===== config.mk =====
export PLATFORM = sky130hd
export DESIGN_NAME = framebuffer_reader
export DESIGN_NICKNAME = d
export VERILOG_FILES = /design/src/rtl/framebuffer_reader_pkg.sv /design/src/rtl/framebuffer_reader_fifo.sv /design/src/rtl/framebuffer_reader.sv
export SDC_FILE = /design/constraint.sdc
export NUM_CORES = 1
export LEC_CHECK = 0
export CAP_MARGIN = 20
export CELL_PAD_IN_SITES_DETAIL_PLACEMENT = 0
export CELL_PAD_IN_SITES_GLOBAL_PLACEMENT = 1
export CORE_ASPECT_RATIO = 0.7
export CORE_MARGIN = 2
export CORE_UTILIZATION = 52
export CTS_CLUSTER_SIZE = 16
export DETAILED_ROUTE_END_ITERATION = 8
export DONT_BUFFER_PORTS = 1
export PLACE_DENSITY_LB_ADDON = 0.2
export SLEW_MARGIN = 5
export SYNTH_ARGS = -nofsm -noshare
export SYNTH_HDL_FRONTEND = slang
export SYNTH_SLANG_ARGS = --single-unit

===== constraint.sdc =====
create_clock -name clk -period 7.95 [get_ports clk]
set_clock_uncertainty 0.15 [all_clocks]
set_input_delay 1.1925 -clock clk [delete_from_list [all_inputs] [get_ports clk]]
set_output_delay 1.1925 -clock clk [all_outputs]
set_load 0.005 [all_outputs]

===== src/rtl/framebuffer_reader_pkg.sv =====
// Shared types for the frame buffer read path: request FSM states and RGB565 pixel.
// Latency: n/a (types and constants only).
// Backpressure: n/a.
package framebuffer_reader_pkg;

    localparam int PIXEL_W = 16;

    typedef enum logic [1:0] {
        ST_IDLE,
        ST_ISSUE,
        ST_WAIT_CREDIT,
        ST_DRAIN
    } fb_state_t;

    typedef struct packed {
        logic [4:0] r;
        logic [5:0] g;
        logic [4:0] b;
    } rgb565_t;

endpackage


===== src/rtl/framebuffer_reader_fifo.sv =====
// Synchronous pixel FIFO with registered storage; head is the oldest entry.
// Latency: a push becomes visible at the head one cycle later.
// Backpressure: none internally; the caller must never push when full (asserted).
//
// Ports: clk/reset_n; push + push_dat write; pop advances the head;
//        head, empty and count describe the current contents.
module fb_fifo #(
    parameter int WIDTH = 16,
    parameter int DEPTH = 32
) (
    input  logic                       clk,
    input  logic                       reset_n,
    input  logic                       push,
    input  logic [WIDTH-1:0]           push_dat,
    input  logic                       pop,
    output logic [WIDTH-1:0]           head,
    output logic                       empty,
    output logic [$clog2(DEPTH+1)-1:0] count
);

    localparam int AW = $clog2(DEPTH);
    localparam int CW = $clog2(DEPTH + 1);

    logic [WIDTH-1:0] mem [DEPTH];
    logic [AW-1:0]    wr_ptr;
    logic [AW-1:0]    rd_ptr;
    logic             full;
    logic             do_pop;

    assign empty  = (count == '0);
    assign full   = (count == CW'(DEPTH));
    assign do_pop = pop && !empty;
    assign head   = mem[rd_ptr];

    // Storage is not reset; only pointers and count define validity.
    always_ff @(posedge clk) begin
        if (push) begin
            mem[wr_ptr] <= push_dat;
        end
    end

    always_ff @(posedge clk or negedge reset_n) begin
        if (!reset_n) begin
            wr_ptr <= '0;
            rd_ptr <= '0;
            count  <= '0;
        end else begin
            if (push) begin
                wr_ptr <= wr_ptr + AW'(1);
            end
            if (do_pop) begin
                rd_ptr <= rd_ptr + AW'(1);
            end
            unique case ({push, do_pop})
                2'b10:   count <= count + CW'(1);
                2'b01:   count <= count - CW'(1);
                default: count <= count;
            endcase
        end
    end

    // The upstream credit scheme must make this impossible.
    a_no_overflow: assert property (@(posedge clk) disable iff (!reset_n) !(push && full));

endmodule


===== src/rtl/framebuffer_reader.sv =====
// Streams a stored RGB565 frame from SDRAM (Avalon-MM burst reads) to an Avalon-ST pixel sink.
// Latency: first read beat appears on st_valid one cycle after avm_readdatavalid.
// Backpressure: st_ready stalls the FIFO; bursts are only issued when FIFO space covers all outstanding words.
//
// Ports: clk/reset_n; enable runs frame fetching; fb_base is the frame byte address (sampled at frame start);
//        avm_* is the burst read master; st_* is the pixel stream with sop/eop framing; busy marks an active frame.
module framebuffer_reader
    import framebuffer_reader_pkg::*;
#(
    parameter int H_RES      = 320,
    parameter int V_RES      = 240,
    parameter int BURST_LEN  = 8,
    parameter int FIFO_DEPTH = 32
) (
    input  logic                 clk,
    input  logic                 reset_n,
    input  logic                 enable,
    input  logic [31:0]          fb_base,
    output logic [31:0]          avm_address,
    output logic                 avm_read,
    output logic [3:0]           avm_burstcount,
    input  logic                 avm_waitrequest,
    input  logic [PIXEL_W-1:0]   avm_readdata,
    input  logic                 avm_readdatavalid,
    output logic [PIXEL_W-1:0]   st_data,
    output logic                 st_valid,
    input  logic                 st_ready,
    output logic                 st_sop,
    output logic                 st_eop,
    output logic                 busy
);

    localparam int TOTAL = H_RES * V_RES;
    localparam int CNT_W = $clog2(TOTAL + 1);
    localparam int OUT_W = $clog2(FIFO_DEPTH + 1);

    fb_state_t          state;
    fb_state_t          state_nxt;
    logic [31:0]        addr;
    logic [CNT_W-1:0]   req_cnt;
    logic [CNT_W-1:0]   out_cnt;
    logic [OUT_W-1:0]   outstanding;
    logic [OUT_W-1:0]   fifo_cnt;
    logic               fifo_empty;
    rgb565_t            fifo_head;

    logic burst_acc;
    logic beat;
    logic pix_acc;
    logic last_pix;
    logic req_last;
    logic credit_ok;
    logic frame_start;

    assign burst_acc   = (state == ST_ISSUE) && !avm_waitrequest;
    // Beats in IDLE belong to bursts from before a reset and are dropped.
    assign beat        = avm_readdatavalid && (state != ST_IDLE);
    assign pix_acc     = st_valid && st_ready;
    assign last_pix    = pix_acc && st_eop;
    assign req_last    = (req_cnt == CNT_W'(TOTAL - BURST_LEN));
    // Free space minus words still in flight must cover one more burst.
    assign credit_ok   = (int'(fifo_cnt) + int'(outstanding) + BURST_LEN) <= FIFO_DEPTH;
    assign frame_start = enable && ((state == ST_IDLE) || ((state == ST_DRAIN) && last_pix));

    // State register
    always_ff @(posedge clk or negedge reset_n) begin
        if (!reset_n) begin
            state <= ST_IDLE;
        end else begin
            state <= state_nxt;
        end
    end

    // Next-state logic
    always_comb begin
        state_nxt = state;
        unique case (state)
            ST_IDLE: begin
                if (enable) state_nxt = ST_WAIT_CREDIT;
            end
            ST_WAIT_CREDIT: begin
                if (credit_ok) state_nxt = ST_ISSUE;
            end
            ST_ISSUE: begin
                if (!avm_waitrequest) state_nxt = req_last ? ST_DRAIN : ST_WAIT_CREDIT;
            end
            ST_DRAIN: begin
                if (last_pix) state_nxt = enable ? ST_WAIT_CREDIT : ST_IDLE;
            end
            default: state_nxt = ST_IDLE;
        endcase
    end

    // FSM outputs
    always_comb begin
        avm_read = 1'b0;
        busy     = 1'b0;
        if (state == ST_ISSUE) avm_read = 1'b1;
        if (state != ST_IDLE)  busy     = 1'b1;
    end

    // Datapath counters; addr only moves on acceptance so the request holds under waitrequest.
    always_ff @(posedge clk or negedge reset_n) begin
        if (!reset_n) begin
            addr        <= '0;
            req_cnt     <= '0;
            out_cnt     <= '0;
            outstanding <= '0;
        end else begin
            if (frame_start) begin
                addr    <= fb_base;
                req_cnt <= '0;
            end else if (burst_acc) begin
                addr    <= addr + 32'(2 * BURST_LEN);
                req_cnt <= req_cnt + CNT_W'(BURST_LEN);
            end

            unique case ({burst_acc, beat})
                2'b10:   outstanding <= outstanding + OUT_W'(BURST_LEN);
                2'b01:   outstanding <= outstanding - OUT_W'(1);
                2'b11:   outstanding <= outstanding + OUT_W'(BURST_LEN - 1);
                default: outstanding <= outstanding;
            endcase

            if ((state == ST_IDLE) && enable) begin
                out_cnt <= '0;
            end else if (pix_acc) begin
                out_cnt <= st_eop ? '0 : out_cnt + CNT_W'(1);
            end
        end
    end

    fb_fifo #(
        .WIDTH (PIXEL_W),
        .DEPTH (FIFO_DEPTH)
    ) u_fifo (
        .clk      (clk),
        .reset_n  (reset_n),
        .push     (beat),
        .push_dat (avm_readdata),
        .pop      (pix_acc),
        .head     (fifo_head),
        .empty    (fifo_empty),
        .count    (fifo_cnt)
    );

    assign avm_address    = addr;
    assign avm_burstcount = 4'(BURST_LEN);
    assign st_valid       = !fifo_empty;
    assign st_data        = fifo_head;
    assign st_sop         = st_valid && (out_cnt == '0);
    assign st_eop         = st_valid && (out_cnt == CNT_W'(TOTAL - 1));

endmodule

==> After elaboration in Yosys (flattened, before gate mapping) <==
Memories as Yosys holds them, arrays and structs flattened.
Index checks and enable logic that the tools add are counted.
{ "op_classes": {"n_reduce_logical": 22, "addsub": 12, "muxes": 20, "n_lt_le_gt_ge": 1, "n_eq_ne": 14} }
{ "ops": {"columns": ["cell", "count"], "rows": [
  ["2-to-1 mux 17 bit", 5],
  ["2-to-1 mux 32 bit", 2],
  ["== test 17 bit, second input constant", 2],
  ["adder 32 x 5 -> 32 bit, second input constant", 1],
  ["one-hot mux 6 bit (3 select lines)", 1],
  ["adder 17 x 1 -> 17 bit, second input constant", 1],
  ["adder 17 x 4 -> 17 bit, second input constant", 1],
  ["zero test 17 bit", 1],
  ["one-hot mux 6 bit (2 select lines)", 1],
  ["subtractor 6 x 1 -> 6 bit, second input constant", 2],
  ["adder 5 x 1 -> 5 bit, second input constant", 2],
  ["== test 2 bit, second input constant", 5],
  ["logical AND 1 bit", 10],
  ["2-to-1 mux 2 bit", 5],
  ["adder 7 x 4 -> 8 bit, second input constant", 1],
  ["<= comparator 8 x 6 -> 1 bit, second input constant", 1],
  ["inequality test 2 bit, second input constant", 4],
  ["one-hot mux 2 bit (4 select lines)", 1],
  ["nonzero test 2 bit", 4],
  ["adder 6 x 6 -> 7 bit", 1],
  ["adder 6 x 1 -> 6 bit, second input constant", 1],
  ["adder 6 x 3 -> 6 bit, second input constant", 1],
  ["adder 6 x 4 -> 6 bit, second input constant", 1],
  ["== test 2 x 1 -> 1 bit, second input constant", 3],
  ["other kinds (7)", 12]
]} }
{ "totals": {"regBits": 90, "in_bits": 54, "memories": 1, "ram_bits": 512, "out_inout_bits": 57, "wordCells": 78} }
{ "memory_table": {"columns": ["memory", "words", "word_bits", "read_ports", "rd_ports_with_merged_regs", "wr", "line", "rtl"], "rows": [
  ["u_fifo.mem", 32, 16, 1, 0, 1, "framebuffer_reader_fifo.sv:24", "logic [WIDTH-1:0] mem [DEPTH];"]
]} }

==> Logic depth before layout (Yosys ltp) <==
Gate-level depths: netlist of run 1.
{ "depth": {"ltp_word": 8, "ltp_mapped": 11, "ltp_nobuf": 11} }

==> Cells and area by module <==
Synthesis of run 1 repeated with hierarchy kept, for this count alone.
{ "hier_totals": {"hier_cells": 1463, "hier_area_um2": 25020.2} }
{ "by_module_without_submodules": {"columns": ["mod", "seq_area_each_um2", "area_per_inst_um2", "cells_per_inst", "n_inst"], "rows": [
  ["fb_fifo", 15775.1, 20639.8, 969, 1],
  ["framebuffer_reader", 1776.7, 4380.5, 494, 1]
]} }

==> Worst setup path after synthesis of run 1 <==
No wires, ideal clock.
{ "synth_timing": {"kind": "input to register", "from": "input port avm_waitrequest", "to": "register outstanding[5]", "cell_stages": 10, "setup_time_ps": 131, "n_path_buf": 2, "path_slack_ps": 4394, "arrival_time_ps": 3275, "required_ps": 7669, "path_cell_list": "nor3b_1 > clkbuf_1 > clkbuf_1 > nand2_1 > ha_1 > o311a_1 > a211oi_1 > xnor2_1 > o21ai_0 > xor2_1"} }
{ "synth_between": {"elab_chain_cells": 4, "elab_cells_between_ends": 7, "classes_between": "3 x eq/ne; 1 x mux; 3 x reduce/logical"} }
{ "synth_lines": {"columns": ["item", "line", "rtl"], "rows": [
  ["from (decl)", "framebuffer_reader.sv:22", "input logic avm_waitrequest,"],
  ["zero test 1 bit (*)", null, null],
  ["logical AND 1 bit (*)", "framebuffer_reader.sv:55", "assign burst_acc = (state == ST_ISSUE) && !avm_waitrequest;"],
  ["== test 2 bit / == test 2 x 1 -> 1 bit (equally long branches)", "framebuffer_reader.sv:118", "unique case ({burst_acc, beat})"],
  ["one-hot mux 6 bit (3 select lines) / nonzero test 3 bit (equally long branches)", null, null],
  ["to (signal assigned)", "framebuffer_reader.sv:119", "2'b10: outstanding <= outstanding + OUT_W'(BURST_LEN);"],
  ["to (signal assigned)", "framebuffer_reader.sv:120", "2'b01: outstanding <= outstanding - OUT_W'(1);"],
  ["to (signal assigned)", "framebuffer_reader.sv:121", "2'b11: outstanding <= outstanding + OUT_W'(BURST_LEN - 1);"],
  ["to (decl)", "framebuffer_reader.sv:42", "logic [OUT_W-1:0] outstanding;"]
]} }
Mark *: on every way between the ends. The rest lies on a longest branch, timed or not.
A chain may end at the register's enable or synchronous reset.

==> Worst setup path after layout of run 1 <==
{ "layout_timing": {"from": "register u_fifo.rd_ptr[0]", "to": "output port st_data[4]"} }
{ "layout_between": {"elab_chain_cells": 1} }
{ "layout_lines": {"columns": ["item", "line", "rtl"], "rows": [
  ["from (decl)", "framebuffer_reader_fifo.sv:26", "logic [AW-1:0] rd_ptr;"],
  ["from (signal assigned)", "framebuffer_reader_fifo.sv:52", "rd_ptr <= rd_ptr + AW'(1);"],
  ["memory (32 x 16 bit)", null, null],
  ["to (decl)", "framebuffer_reader.sv:25", "output logic [PIXEL_W-1:0] st_data,"]
]} }
Every way passes these cells.

==> summary.txt, run 1 <==
Run status
  • Status: finished, final reports clean

STA
  • Final Cycle Share: 0.612
  • Min Tclk post-route: 4.86 ns
  • RSZ-0062 raised after global routing: false
  • Final setup fails: 0
  • Fin. Hold Viols: 0
  • Pins Over Slew Limit: 0
  • Max Fclk: 206 MHz
  • Max_slew headroom: 0.326
  • Setup TNS: 0 ns
  • Slew at the pin closest to its max-slew limit: 1.01 ns

Route
  • Routed WL per cell: 26.5 um
  • Routed met2 length: 25,000 um
  • Met3 wire length: 4550 um
  • Total routed wirelength: 56,000 um
  • WL met1: 25,600 um
  • Via/cell ratio: 6.27
  • Top sig layer: met4
  • Drc violations: 0
  • Vias: 13,241
  • Pre-antenna DRT Iters: 5
  • Routed Antenna Nets: 0
  • Detailed Route Iter0 Violations: 1,306

Global route
  • Initial antenna violation count: 0
  • Largest net degree at the start of global routing: 88
  • First-pass GRT wire length: 83,900 um
  • Vias in the first global route: 12,924
  • Total GRT Usage: 0.228
  • Gr ovfl total: 0

Yosys
  • Yosys warnings: 0
  • Largest area contributor in the netlist: edfxtp_1
  • EDFF count, synth: 512
  • Ys flop type: edfxtp_1
  • Average cell area after synthesis: 17.7 um^2
  • Synth Cell Area: 24,900 um^2
  • Post-synth ARST share: 0.145
  • Synth top area share: 0.616
  • Register area share after synthesis: 0.704
  • Mapped Cells: 1,411
  • Synth cell types: 75
  • Register bit total from synthesis: 599
  • Top cells by area, synth: edfxtp_1 62%, mux4_2 12%, dfrtp_1 8.7%, mux2i_1 2.6%, ha_1 1.5%

Floorplanning
  • Die Y: 187 um
  • Cell Rows: 67
  • Core box area: 47,600 um^2
  • Full die area: 49,800 um^2
  • Die width: 266 um
  • Starting Density: 0.524
  • IO Pins: 111

Clock tree
  • CTS Buffer Depth: 3
  • Clock-pin slew on the worst setup and hold paths: 0.07 ns
  • Post-CTS Setup Bufs: 0
  • Clock Sinks: 599
  • Post-CTS sizing: 0
  • Root Driver: clkbuf_16
  • H-tree depth: 2
  • Skew-Pair Late Insertion Delay: 0.60 ns
  • # hold bufs at CTS: 0
  • Num CTS Buffers: 55
  • CTS tree: yes

Setup path
  • Type of origin of the critical path: register
  • WP data arrival: 3.52 ns
  • Worst-path maximum fanout: 81
  • Crit path capture type: output port
  • Worst path required time: 6.61 ns
  • Class of the most critical setup path: register to output port

Final layout
  • Ant. Diodes: 0
  • Most frequent cells in the layout: 512 x edfxtp_1, 128 x mux4_2, 86 x nand2_1, 84 x dfrtp_1, 65 x mux2i_1
  • Post-layout nets: 1,532
  • Post-route cell area: 27,600 um^2
  • Area Growth Syn to Fin: 10.5%
  • Layout cell share with drive strength beyond 1: 0.200
  • Most common cell after layout, fill and taps aside: edfxtp_1

Placement
  • Port-buffer cells: 0
  • Area after DPL: 25,800 um^2
  • Post-DP HPWL: 34,000 um
  • Routability congestion estimate: 0.806

Pwr
  • Max VDD drop: 0.187 mV
  • Total power: 9.29 mW
  • Leakage power: 9.27 nW
  • PD cells: 337 nW/um^2

Min path
  • Min-delay worst type: input port to asynchronous set/reset pin

Flow run
  • Max_cap viols: 0
cell families (layout without fill, tap and decap cells):
group	Yosys count	in the layout	share of synthesized area
buffers and inverters	96	173	0.0175
and+or+nand+nor	299	299	0.0606
adders and majority gates	31	31	0.0162
DFF	599	599	0.704
muxes	195	195	0.143
AOI/OAI and AO/OA	143	143	0.0430
other	2	4	0.000301
xor gates and xnor gates	46	46	0.0162
routing by layer:
metal,vias to the layer above,track usage
li1,5734,-
met1,6938,0.364
met2,507,0.329
met3,62,0.0441
met4,0,0.0486
met5,-,0
sequential cells by signal (all words and copies together), names as in the netlist:
signal         cells
u_fifo.wr_ptr      5
u_fifo.mem       512
u_fifo.rd_ptr      5
out_cnt           17
state              2
req_cnt           14
avm_address       32
u_fifo.count       6
outstanding        6
synth_stat cells, types with 11 or more instances:
master    instances
nand3_1          27
inv_1            26
nor2_1           75
buf_2            24
clkbuf_1         25
mux4_2          128
mux2i_1          65
nand4_1          22
xnor2_1          24
ha_1             29
dfrtp_1          87
xor2_1           22
a21oi_1          16
a31oi_1          11
edfxtp_1        512
nand2_1          86
o21ai_0          25
a22o_1           18
a221oi_1         17
nor3_1           14
where the power goes:
part           leakage, nW  internal, mW  total, mW  switching [mW]
registers             5.72          3.73       4.15           0.421
clock network        0.834          1.45       2.59            1.14
logic                 2.71          1.22       2.55            1.33
per-stage QoR:
stage | std cells | utilization | hold WS [ns] | setup slack (ns)
global placement | 2011 | 0.542 | 0.322 | 3.70
floorplan | 1413 | - | 0.298 | 4.39
finish | 2111 | 0.579 | 0.133 | 3.09
CTS | 2111 | 0.579 | 0.101 | 3.06
detailed placement | 2011 | 0.542 | 0.331 | 3.72
global route | 2111 | 0.579 | 0.102 | 2.77
cell type report:
cell class | count | area, um^2
clock buffer | 69 | 1450
tap | 621 | 777
inverter | 27 | 101
clock inverter | 31 | 297
timing repair buffer | 46 | 358
sequential | 599 | 17600
fill | 3523 | 20000
multi-input combinational | 718 | 7030
worst max-delay path, stage by stage, from the launching register on:
cell      delay [ns]
dfrtp_4         0.72
buf_12          0.53
mux4_2          0.34
mux2i_1         0.06
a22o_1          0.28
a221oi_1        0.87
path summary, 6_finish.rpt:
| kind | start | slack [ns] | depth (start not counted) | endpoint |
|---|---|---|---|---|
| hold / removal | reset_n | 0.13 | 0 | avm_address[0]$_DFFE_PN0P_ |
| min in group clk | outstanding[5]$_DFFE_PN0P_ | 0.34 | 1 | outstanding[5]$_DFFE_PN0P_ |
| setup / recovery | u_fifo.rd_ptr[0]$_DFFE_PN0P_ | 3.09 | 5 | st_data[4] |
| max in group asynchronous | reset_n | 7.31 | 0 | u_fifo.rd_ptr[0]$_DFFE_PN0P_ |
| hold reg to reg | outstanding[5]$_DFFE_PN0P_ | 0.34 | 1 | outstanding[5]$_DFFE_PN0P_ |
| setup reg to reg | u_fifo.count[0]$_DFFE_PN0P_ | 4.28 | 9 | u_fifo.count[5]$_DFFE_PN0P_ |
No activity file was read; power rests on OpenSTA's default activity.
==> run 2, diff against run 1 <==
==> constraint.sdc (replaced) <==
create_clock -name clk -period 4.8 [get_ports clk]
set_clock_uncertainty 0.15 [all_clocks]
set_input_delay 0.72 -clock clk [delete_from_list [all_inputs] [get_ports clk]]
set_output_delay 0.72 -clock clk [all_outputs]
set_load 0.005 [all_outputs]
==> run 2 against run 1 <==
Net effect:
- critical path depth did not move
- combinational power rose by 70%
- design area rose by 0.91%
- count of clock-buffer cells in the layout rose by 1
- largest power group unchanged
==> summary.txt, run 2 (synthesized netlist as in run 1, its figures left out) <==
Route
  • Pre-antenna DRT Iters: 5 (unchanged)
  • Routed Antenna Nets: 0 (unchanged)
  • Total routed wirelength: 53,300 um (was 56,000 um)
  • Routed WL per cell: 25.1 um (was 26.5 um)
  • Drc violations: 0 (unchanged)
  • Detailed Route Iter0 Violations: 1,148 (was 1,306)
  • Via/cell ratio: 6.18 (was 6.27)
  • Vias: 13,111 (was 13,241)

Placement
  • Area after DPL: 25,900 um^2 (was 25,800 um^2)
  • Port-buffer cells: 0 (unchanged)
  • Post-DP HPWL: 33,300 um (was 34,000 um)
  • Routability congestion estimate: 0.802 (was 0.806)

STA
  • Min Tclk post-route: 4.07 ns
  • RSZ-0062 raised after global routing: false (unchanged)
  • Pins Over Slew Limit: 0 (unchanged)
  • Slew at the pin closest to its max-slew limit: 0.937 ns (was 1.01 ns)
  • Setup TNS: 0 ns (unchanged)
  • Max_slew headroom: 0.370 (was 0.326)
  • Max Fclk: 246 MHz
  • Final setup fails: 0 (unchanged)
  • Fin. Hold Viols: 0 (unchanged)
  • Final Cycle Share: 0.848

Clock tree
  • Clock Sinks: 599 (unchanged)
  • Skew-Pair Late Insertion Delay: 0.59 ns (was 0.60 ns)
  • Post-CTS sizing: 0 (unchanged)
  • Num CTS Buffers: 56 (was 55)
  • Root Driver: clkbuf_16 (unchanged)
  • CTS tree: yes (unchanged)
  • Post-CTS Setup Bufs: 0 (unchanged)
  • Clock-pin slew on the worst setup and hold paths: 0.06 ns (was 0.07 ns)
  • CTS Buffer Depth: 3 (unchanged)
  • H-tree depth: 2 (unchanged)

Setup path
  • Worst path required time: 3.93 ns (was 6.61 ns)
  • Worst stage delay on the critical path: 0.82 ns (was 0.87 ns)
  • CP Cell Sequence: buf_4 > mux4_2 > mux2i_1 > a22o_1 > a221oi_1 (was buf_12 > mux4_2 > mux2i_1 > a22o_1 > a221oi_1)
  • Crit path max-delay family: compound AO/OA/AOI/OAI gates (unchanged)
  • CP max stage cell: a221oi_1 (unchanged)
  • WP data arrival: 3.20 ns (was 3.52 ns)
  • Class of the most critical setup path: register to output port (unchanged)
  • Worst-path maximum fanout: 20 (was 81)
  • WP buf/inv: 1 (unchanged)
  • Crit path capture type: output port (unchanged)
  • Type of origin of the critical path: register (unchanged)

Global route
  • Vias in the first global route: 12,982 (was 12,924)
  • Largest net degree at the start of global routing: 88 (unchanged)
  • Initial antenna violation count: 0 (unchanged)
  • Total GRT Usage: 0.218 (was 0.228)
  • First-pass GRT wire length: 81,800 um (was 83,900 um)
  • Gr ovfl total: 0 (unchanged)

Final layout
  • Biggest register: u_fifo.mem (unchanged)
  • Layout cell share with drive strength beyond 1: 0.206 (was 0.200)
  • Post-route cell area: 27,800 um^2 (was 27,600 um^2)
  • Max FFs per register: 512 (unchanged)
  • Ant. Diodes: 0 (unchanged)
  • Most frequent cells in the layout: 512 x edfxtp_1, 128 x mux4_2, 86 x nand2_1, 84 x dfrtp_1, 65 x mux2i_1 (unchanged)
  • Post-layout nets: 1,541 (was 1,532)
  • Most common cell after layout, fill and taps aside: edfxtp_1 (unchanged)
  • Area Growth Syn to Fin: 11.5% (was 10.5%)

Floorplanning
  • Die Y: 187 um (unchanged)
  • Full die area: 49,800 um^2 (unchanged)
  • Starting Density: 0.524 (unchanged)
  • IO Pins: 111 (unchanged)
  • Die width: 266 um (unchanged)
  • Cell Rows: 67 (unchanged)
  • Core box area: 47,600 um^2 (unchanged)

Flow run
  • Max_cap viols: 0 (unchanged)

Pwr
  • PD cells: 564 nW/um^2 (was 337 nW/um^2)
  • Leakage power: 9.41 nW (was 9.27 nW)
  • Max VDD drop: 0.284 mV (was 0.187 mV)

Min path
  • Min-delay worst type: input port to register (was input port to asynchronous set/reset pin)

Run status
  • Status: finished, final reports clean (unchanged)
==> run 2: cell types whose count changed in the layout (fill, tap and decap cells not counted), moves of 2 or more <==
cell,delta
buf_8,+5
clkinv_2,+5
clkinvlp_4,-4
bufinv_16,+3
clkbuf_16,+2
==> run 2: cell type report <==
cell class / count / area [um^2]
multi-input combinational: 718 / 7030
sequential: 599 / 17600
inverter: 27 / 101
timing repair buffer: 54 / 494
fill: 3489 / 19800
tap: 621 / 777
clock inverter: 32 / 364
clock buffer: 70 / 1500
==> run 2: stage by stage <==
stage               power [mW]   util  cells  worst slack (ns)  hold WS [ns]
floorplan                 9.96      -   1413              1.70         0.274
detailed placement        11.3  0.544   2014              1.26         0.276
CTS                       15.8  0.583   2118             0.715        0.0402
global placement          11.2  0.543   2011              1.38         0.276
finish                    15.7  0.584   2121             0.727        0.0669
global route              16.4  0.584   2121             0.582        0.0396
==> run 2: path summary, 6_finish.rpt <==
kind	from	to	slack [ns]	cells after the start
max	u_fifo.rd_ptr[0]$_DFFE_PN0P_	st_data[3]	0.73	5
min	avm_readdata[4]	u_fifo.mem[19][4]$_DFFE_PP_	0.07	0
max reg2reg	u_fifo.count[0]$_DFFE_PN0P_	u_fifo.count[5]$_DFFE_PN0P_	1.29	9
min reg2reg	avm_address[0]$_DFFE_PN0P_	avm_address[0]$_DFFE_PN0P_	0.35	2
max in group asynchronous	reset_n	u_fifo.rd_ptr[1]$_DFFE_PN0P_	3.50	2
min in group asynchronous	reset_n	avm_address[13]$_DFFE_PN0P_	0.60	2
==> run 2: metal layers <==
metal	track usage	vias up	share of wire
met3	0.0402	50	0.069
met5	0	-	0
li1	-	5769	-
met2	0.316	414	0.45
met1	0.349	6878	0.47
met4	0.0411	0	0.013
==> run 2: what timing repair did <==
item | CTS | global route
hold buffers | 2 | 0
endpoints found under the hold margin | 87 | 0
endpoints found under the setup margin | 0 | 0
==> run 2: where the power goes <==
group	internal [mW]	switching [mW]
clock network	2.63	1.89
logic	2.07	2.26
registers	6.17	0.648
total	10.9	4.80
==> run 2: worst reg2reg max path: stages, from the launching register on <==
cell	delay [ns]
dfrtp_1	0.48
nor4_2	0.49
nand2_1	0.22
nand2_1	0.16
clkinv_1	0.23
ha_1	0.39
ha_1	0.26
or4b_2	0.68
o211ai_1	0.21
xor2_1	0.16
==> run 3, diff against run 2 <==
==> constraint.sdc (replaced) <==
create_clock -name clk -period 3.9 [get_ports clk]
set_clock_uncertainty 0.15 [all_clocks]
set_input_delay 0.585 -clock clk [delete_from_list [all_inputs] [get_ports clk]]
set_output_delay 0.585 -clock clk [all_outputs]
set_load 0.005 [all_outputs]
==> run 3 against run 2 <==
Net effect:
- clock power grew 21%
- highest routed layer is now met5
- cell count grew 3.7%
- design area grew 2.8%
- core utilization grew 1.6 points
- worst hold slack lost 0.033 ns
- via count grew 2.0%
- sequential power grew 22%
==> summary.txt, run 3 (synthesized netlist as in run 1, its figures left out) <==
Clock tree
  • H-tree depth: 2 (unchanged)
  • CTS tree: yes (unchanged)
  • Clock-pin slew on the worst setup and hold paths: 0.07 ns (was 0.06 ns)
  • Post-CTS Setup Bufs: 0 (unchanged)
  • Num CTS Buffers: 56 (unchanged)
  • Root Driver: clkbuf_16 (unchanged)
  • Post-CTS sizing: 0 (unchanged)
  • Skew-Pair Late Insertion Delay: 0.59 ns (about the same)
  • CTS Buffer Depth: 3 (unchanged)
  • Clock Sinks: 599 (unchanged)

Setup path
  • CP Depth: 7 (was 5)
  • WP data arrival: 2.96 ns (was 3.20 ns)
  • WP buf/inv: 3 (was 1)
  • Worst r2r path cells: 9 (unchanged)
  • Crit path launch: u_fifo.rd_ptr[1]$_DFFE_PN0P_ (was u_fifo.rd_ptr[0]$_DFFE_PN0P_)
  • CP Cell Sequence: buf_12 > buf_4 > mux4_2 > mux2i_1 > a22o_1 > a221oi_1 > buf_4 (was buf_4 > mux4_2 > mux2i_1 > a22o_1 > a221oi_1)
  • Reg2reg setup slack: 0.66 ns (was 1.29 ns)
  • CP max stage cell: dfrtp_4 (was a221oi_1)
  • Crit path max-delay family: buffers and inverters (was compound AO/OA/AOI/OAI gates)
  • R2r startpoint: u_fifo.count[0]$_DFFE_PN0P_ (unchanged)
  • R2r endpoint: u_fifo.count[5]$_DFFE_PN0P_ (unchanged)
  • Most used cell, CP: buf_4
  • Worst path required time: 3.16 ns (was 3.93 ns)
  • Crit path capture type: output port (unchanged)
  • Type of origin of the critical path: register (unchanged)
  • Worst stage delay on the critical path: 0.65 ns (was 0.82 ns)
  • Worst-path maximum fanout: 30 (was 20)
  • CP endpoint: st_data[3] (unchanged)
  • Class of the most critical setup path: register to output port (unchanged)

Final layout
  • Multi-input gate area: 7030 um^2 (unchanged)
  • Layout Cells excl Fill: 2,199 (was 2,121)
  • Biggest register: u_fifo.mem (unchanged)
  • Most common cell after layout, fill and taps aside: edfxtp_1 (unchanged)
  • Area Growth Syn to Fin: 14.7% (was 11.5%)
  • Storage element area: 17,600 um^2 (unchanged)
  • Fin util: 0.601 (was 0.584)
  • Layout cell share with drive strength beyond 1: 0.218 (was 0.206)
  • Max FFs per register: 512 (unchanged)
  • FILL cells: 3,488 (was 3,489)
  • Most frequent cells in the layout: 512 x edfxtp_1, 128 x mux4_2, 86 x nand2_1, 84 x dfrtp_1, 70 x buf_4 (was 512 x edfxtp_1, 128 x mux4_2, 86 x nand2_1, 84 x dfrtp_1, 65 x mux2i_1)
  • Ant. Diodes: 0 (unchanged)
  • Post-layout nets: 1,619 (was 1,541)

Global route
  • Total GRT Usage: 0.218 (about the same)
  • First-pass GRT wire length: 82,400 um (was 81,800 um)
  • Largest net degree at the start of global routing: 88 (unchanged)
  • Vias in the first global route: 13,169 (was 12,982)
  • Initial antenna violation count: 1 (was 0)
  • Gr ovfl total: 0 (unchanged)

Min path
  • Worst hold path depth: 2 (was 0)
  • Worst hold start: fb_base[18] (was avm_readdata[4])
  • Min-delay worst type: input port to register (unchanged)

Route
  • Via/cell ratio: 6.08 (was 6.18)
  • Detailed Route Iter0 Violations: 1,399 (was 1,148)
  • Total routed wirelength: 53,600 um (was 53,300 um)
  • Routed WL per cell: 24.4 um (was 25.1 um)
  • Pre-antenna DRT Iters: 7 (was 5)
  • Drc violations: 0 (unchanged)
  • Vias: 13,374 (was 13,111)
  • Routed Antenna Nets: 0 (unchanged)

Placement
  • Port-buffer cells: 0 (unchanged)
  • Number of cells after detailed placement: 2,041 (was 2,014)
  • Place WS: 0.648 ns (was 1.26 ns)
  • Post-DP HPWL: 33,800 um (was 33,300 um)
  • Routability congestion estimate: 0.811 (was 0.802)

Floorplanning
  • IO Pins: 111 (unchanged)
  • Cell Rows: 67 (unchanged)
  • Core box area: 47,600 um^2 (unchanged)
  • Full die area: 49,800 um^2 (unchanged)
  • Die Y: 187 um (unchanged)
  • Die width: 266 um (unchanged)
  • Starting Density: 0.524 (unchanged)

Pwr
  • Leakage power: 9.79 nW (was 9.41 nW)
  • Internal power: 13.5 mW (was 10.9 mW)
  • Max VDD drop: 0.333 mV (was 0.284 mV)
  • Sw Ratio: 0.307 (was 0.306)
  • Sequential group share of total power: 0.426 (was 0.435)
  • Clk pwr share: 0.279 (was 0.288)
  • PD cells: 683 nW/um^2 (was 564 nW/um^2)
  • Total power: 19.5 mW (was 15.7 mW)
  • Switching power: 5.99 mW (was 4.80 mW)
  • Comb pwr share: 0.295 (was 0.276)

STA
  • Fin. Hold Viols: 0 (unchanged)
  • Max_slew headroom: 0.291 (was 0.370)
  • Min Tclk post-route: 3.70 ns
  • Worst Setup Slack, final: 0.204 ns (was 0.727 ns)
  • RSZ-0062 raised after global routing: false (unchanged)
  • Slew at the pin closest to its max-slew limit: 1.06 ns (was 0.937 ns)
  • Final Cycle Share: 0.948
  • Max Fclk: 271 MHz
  • Setup TNS: 0 ns (unchanged)
  • Final setup fails: 0 (unchanged)
  • Pins Over Slew Limit: 0 (unchanged)

Run status
  • Status: finished, final reports clean (unchanged)

Flow run
  • Max_cap viols: 0 (unchanged)
==> run 3: cell count changes in the layout (fill, tap and decap cells not counted), sizes merged <==
| cell | change |
|---|---|
| buf | +35 |
| clkbuf | -7 |
| clkinv | +6 |
| clkinvlp | +1 |
| dlygate4sd3 | +42 |
| inv | +1 |
==> run 3: final cells by class <==
type                       count  area share
multi-input combinational    718       0.246
clock buffer                  62      0.0498
clock inverter                40      0.0140
inverter                      27     0.00354
timing repair buffer         132      0.0459
sequential                   599       0.614
tap                          621      0.0272
==> run 3: power by group through the flow <==
stage,sequential (mW),combinational [mW],clock [mW]
2_1_floorplan,8.09,4.18,0
3_3_place_gp,8.43,5.62,0
3_5_place_dp,8.45,5.68,0
4_1_cts,8.33,5.83,5.56
5_1_grt,8.41,6.28,5.83
6_report,8.32,5.76,5.46
==> run 3: how the worst min path moves through the flow <==
stage                                   to  slack [ns]
5_1_grt        avm_address[18]$_DFFE_PN0P_        0.01
3_5_place_dp    avm_address[2]$_DFFE_PN0P_        0.14
3_3_place_gp    avm_address[2]$_DFFE_PN0P_        0.14
4_1_cts        avm_address[18]$_DFFE_PN0P_       0.006
6_report       avm_address[18]$_DFFE_PN0P_        0.03
2_1_floorplan   avm_address[0]$_DFFE_PN0P_        0.14
==> run 3: repair_timing <==
action,CTS,global route
hold endpoints to repair,626,0
setup endpoints to repair,0,0
hold buffers,45,0
==> run 3: stage by stage <==
step / hold slack, ns / area [um^2]
after CTS: 0.00622 / 28400
after floorplan: 0.139 / 24900
after detailed placement: 0.141 / 26100
after global routing: 0.0129 / 28600
final: 0.0334 / 28600
after global placement: 0.141 / 26100
==> run 3: metal layers <==
| layer | up-vias | routed length (um) | track usage |
|---|---|---|---|
| met1 | 7029 | 25700 | 0.350 |
| li1 | 5918 | - | - |
| met3 | 69 | 3340 | 0.0413 |
| met2 | 356 | 23800 | 0.318 |
| met5 | - | 11 | 0 |
| met4 | 2 | 736 | 0.0365 |
